===== src/rtl/aucohl_fifo_th.sv =====
// Synchronous FIFO with first-word fall-through read, programmable level
// threshold and sticky overflow/underflow flags.
module aucohl_fifo_th #(
  parameter int DW = 8,
  parameter int AW = 4
) (
  input  logic          clk,
  input  logic          rst_n,
  input  logic          rd,
  input  logic          wr,
  input  logic [DW-1:0] wdata,
  input  logic          flush,
  input  logic [AW:0]   threshold,
  input  logic          flags_clr,
  output logic [DW-1:0] rdata,
  output logic          empty,
  output logic          full,
  output logic [AW:0]   level,
  output logic          at_th,
  output logic          overflow,
  output logic          underflow
);

  localparam int DEPTH = 2 ** AW;
  localparam logic [AW:0] DEPTH_L = (AW + 1)'(DEPTH);

  logic [DW-1:0] mem [DEPTH];
  logic [AW-1:0] rd_ptr_reg, wr_ptr_reg;
  logic [AW:0]   level_reg;
  logic          ovf_reg, unf_reg;

  logic rd_ok, wr_ok, rd_do, wr_do, ovf_set, unf_set;

  assign empty = (level_reg == '0);
  assign full  = (level_reg == DEPTH_L);
  assign level = level_reg;
  assign at_th = (level_reg >= threshold);
  assign rdata = mem[rd_ptr_reg];
  assign overflow  = ovf_reg;
  assign underflow = unf_reg;

  // A read frees a slot in the same cycle, so a full FIFO can still take a write.
  assign rd_ok = rd & ~empty;
  assign wr_ok = wr & (~full | rd_ok);

  // Flush swallows any rd/wr in its cycle, including their error reporting.
  assign rd_do   = rd_ok & ~flush;
  assign wr_do   = wr_ok & ~flush;
  assign ovf_set = wr & ~wr_ok & ~flush;
  assign unf_set = rd & ~rd_ok & ~flush;

  always_ff @(posedge clk) begin
    if (rst_n && wr_do) begin
      mem[wr_ptr_reg] <= wdata;
    end
  end

  always_ff @(posedge clk or negedge rst_n) begin
    if (!rst_n) begin
      rd_ptr_reg <= '0;
      wr_ptr_reg <= '0;
      level_reg  <= '0;
    end else if (flush) begin
      rd_ptr_reg <= '0;
      wr_ptr_reg <= '0;
      level_reg  <= '0;
    end else begin
      if (rd_do) rd_ptr_reg <= rd_ptr_reg + 1'b1;
      if (wr_do) wr_ptr_reg <= wr_ptr_reg + 1'b1;
      case ({wr_do, rd_do})
        2'b10:   level_reg <= level_reg + 1'b1;
        2'b01:   level_reg <= level_reg - 1'b1;
        default: level_reg <= level_reg;
      endcase
    end
  end

  // A new error event in the same cycle as flags_clr keeps the flag set.
  always_ff @(posedge clk or negedge rst_n) begin
    if (!rst_n) begin
      ovf_reg <= 1'b0;
      unf_reg <= 1'b0;
    end else begin
      if (ovf_set)        ovf_reg <= 1'b1;
      else if (flags_clr) ovf_reg <= 1'b0;
      if (unf_set)        unf_reg <= 1'b1;
      else if (flags_clr) unf_reg <= 1'b0;
    end
  end

endmodule


===== config.mk =====
export PLATFORM = sky130hd
export DESIGN_NAME = aucohl_fifo_th
export DESIGN_NICKNAME = d
export VERILOG_FILES = /design/src/rtl/aucohl_fifo_th.sv
export SDC_FILE = /design/constraint.sdc
export NUM_CORES = 1
export LEC_CHECK = 0
export BUFFER_PORTS_ARGS = -buffer_cell sky130_fd_sc_hd__clkbuf_2
export CAP_MARGIN = 0
export CORE_MARGIN = 2
export CORE_UTILIZATION = 53
export DETAILED_ROUTE_END_ITERATION = 12
export PLACE_DENSITY = 0.68
export REMOVE_ABC_BUFFERS = 1
export SYNTH_ARGS = -nofsm -noshare
export SYNTH_HDL_FRONTEND = slang
export SYNTH_SLANG_ARGS = --single-unit
export TNS_END_PERCENT = 50

===== constraint.sdc =====
create_clock -name clk -period 3.3 [get_ports clk]
set_input_delay 0.66 -clock clk [delete_from_list [all_inputs] [get_ports clk]]
set_output_delay 0.66 -clock clk [all_outputs]
set_load 0.03 [all_outputs]

==> results.yml <==
status:
  status: "finished, final reports clean"
critical_path:
  r2r_start: "level[1]$_DFFE_PN0P_"
  reg2regPathDepth: 9
  critPathBufInv: 2
  cp.required_ps: 2640
  max_stage_delay_ps: 560
  cp-start-kind: "flip-flop"
  cp_max_fo: 47
  end_kind: "primary output"
  cpMaxStageDelayCell: "mux4_2"
  cp.arrival_ps: 2410
  crit_family: "multiplexers"
  crit_chain: "buf_12 -> mux4_2 -> a21o_1 -> a221o_1 -> clkbuf_2"
  critPathKind: "flip-flop to primary output"
  r2r_end: "level[4]$_DFFE_PN0P_"
  crit_cells: 5
  rrSetupSlack_ps: 590
global_routing:
  first_global_vias: 3480
  overflow: 0
  grt_pass1_wl_um: 19780
  grt_usage_pct: 21.62
  antenna_found_initial: 0
  grt_max_degree: 48
route:
  num_vias: 3410
  dr.pass1.iters: 5
  drc: 0
  wirelength_um: 12320
  via_per_inst: 5.859
  ant_nets: 0
  drt-initial-drc-count: 325
  wl_per_cell_um: 21.16
die:
  core-area_mm2: 0.01132
  io_pins: 37
  start_util_pct: 53.77
  chipWidth_um: 111.2
  dieArea_mm2: 0.01236
  die_h_um: 111.2
  std_cell_rows: 39
synthesis:
  yosysUniqueCellTypes: 40
  yosys_warnings: 0
  syn_avg_cell_area_um2: 16.82
  yosysTopAreaCell: "edfxtp_1"
  syn_inst: 362
  yosys-top-cells-area: "edfxtp_1 (63%), mux4_2 (8.9%), dfrtp_1 (6.2%)"
  synth-seq-cells: 143
  synth_top_area_share_pct: 63.14
  syn_area_mm2: 0.006087
  ys_seq_area_share_pct: 69.31
power_and_ir_drop:
  p_per_area_mw_per_mm2: 706.0
  p_leak_uw: 0.002533
  vdd_drop_max_v: 0.0005667
sta:
  rsz0062_at_grt: "false"
  hold_ws_ps: 197.2
  timing.final.crit_period_ps: 3072
  slew_headroom_pct: 62.18
  final_hold_viol_count: 0
  max_freq_mhz: 325.6
  final_max_slew_viol_count: 0
  skew_ps: 16.42
  tightest_slew_ps: 565.2
  finalSetupViolCount: 0
  finalCritPeriodShare_pct: 93.08
finish:
  largest_reg_flops: 128
  final_cell_mix: "edfxtp_1 (128), clkbuf_2 (36), buf_4 (27)"
  final_cell_count_no_fill: 582
  nets: 457
  area_growth_pct: 17.49
  diodes: 0
  drive_above_1_share_pct: 29.61
  final_common_cell: "edfxtp_1"
cts:
  cts_setup_buffers: 0
  clock-sinks: 143
  clk_pin_slew_ps: 60
  clockBufferDepth: 2
  numCtsBuffers: 17
  h-tree-depth: 4
  post_cts_resized: 0
  cts_tree: "built"
  root_buffer: "clkbuf_16"
  clkLatencyLatePin_ps: 410
  postCtsHoldBufs: 0
placed_design:
  placedCellCount: 550
  routabilityCongestion: 0.7906
  port_buffers: 36
  dpl.hpwl_um: 8306
flow_run:
  cap_violations: 0
worst_hold_path:
  hp-class: "input pin to asynchronous set/reset pin"
per-stage QoR:
| step | setup TNS [ps] | instance area [um2] | total power, uW | util [%] | setup slack, ps |
|---|---|---|---|---|---|
| finish | 0 | 7152 | 5049 | 63.17 | 228.5 |
| global route | 0 | 7152 | 5275 | 63.17 | 134.6 |
| CTS | 0 | 7152 | 5094 | 63.17 | 219.8 |
| detailed placement | 0 | 6565 | 3228 | 57.99 | 366.2 |
| global placement | 0 | 6565 | 3213 | 57.99 | 408.4 |
| floorplan | -1670 | 5982 | 2949 | - | -220.0 |
logic make-up (layout without fill, tap and decap cells):
kind of cell / Yosys count / after routing / share of synthesized area, %
AND/OR/NAND/NOR: 76 / 76 / 6.660
flip-flops: 143 / 143 / 69.31
AO/OA/AOI/OAI: 50 / 50 / 6.372
adder cells (fa/ha/maj): 12 / 12 / 2.467
XOR/XNOR: 8 / 8 / 1.151
buffers and inverters: 34 / 111 / 2.651
multiplexers: 39 / 39 / 11.39
worst reg2reg max path, cell delays in order (launching register included):
cell     delay [ps]
dfrtp_1         490
nor4_4          520
a21oi_4         140
xor2_1          160
ha_1            230
or3_2           410
a21oi_1         150
mux2i_1          90
or3_1           300
a21oi_1         140
synth_stat cells, drive strengths merged:
| library cell | count |
|---|---|
| nand4 | 1 |
| nand3 | 6 |
| nor2 | 26 |
| mux2 | 2 |
| or3 | 4 |
| buf | 10 |
| a21oi | 11 |
| inv | 15 |
| mux4 | 24 |
| a31o | 1 |
| nor3 | 4 |
| clkbuf | 9 |
| a22oi | 1 |
| o221a | 1 |
| mux2i | 13 |
| xor2 | 6 |
| and4b | 1 |
| and2 | 1 |
| nand2b | 5 |
| or3b | 1 |
| a211oi | 14 |
| nand2 | 10 |
| nor4 | 1 |
| a21o | 8 |
| ha | 12 |
| xnor2 | 2 |
| edfxtp | 128 |
| dfrtp | 15 |
| o21ai | 4 |
| o211ai | 1 |
| o32ai | 2 |
| nor2b | 15 |
| a221o | 7 |
| or4bb | 1 |
final cells by class:
class / count / area [um2]
sequential: 143 / 4220
fill: 815 / 4169
multi-input combinational: 185 / 1707
clock buffer: 18 / 429.2
timing repair buffer: 64 / 402.9
tap: 143 / 178.9
clock inverter: 14 / 157.7
inverter: 15 / 56.30
layer usage:
metal  track usage (%)  up-vias  part of all wire (%)
li1                  -     1545                     -
met1             29.92     1729                    44
met2             33.86      121                    49
met3             5.522       15                   5.9
met4             7.407        0                   1.7
met5                 0        -                     0
worst max-delay path by stage:
| stage | from | endpoint | slack, ps |
|---|---|---|---|
| after floorplan | rd_ptr_reg[0]$_DFFE_PN0P_ | rdata[0] | -220 |
| after global placement | wr | level[4]$_DFFE_PN0P_ | 410 |
| after detailed placement | wr | level[4]$_DFFE_PN0P_ | 370 |
| after CTS | rd_ptr_reg[0]$_DFFE_PN0P_ | rdata[5] | 220 |
| after global routing | rd_ptr_reg[0]$_DFFE_PN0P_ | rdata[5] | 130 |
| final | rd_ptr_reg[0]$_DFFE_PN0P_ | rdata[5] | 230 |
power breakdown:
group	total (uW)	internal [uW]	switching, uW	leakage [uW]
clock	1870	1130	744	0.000272
combinational	1100	489	607	0.000907
sequential	2080	2010	66.8	0.00135
total	5050	3630	1420	0.00253
Power figures use the tool's default switching activity.
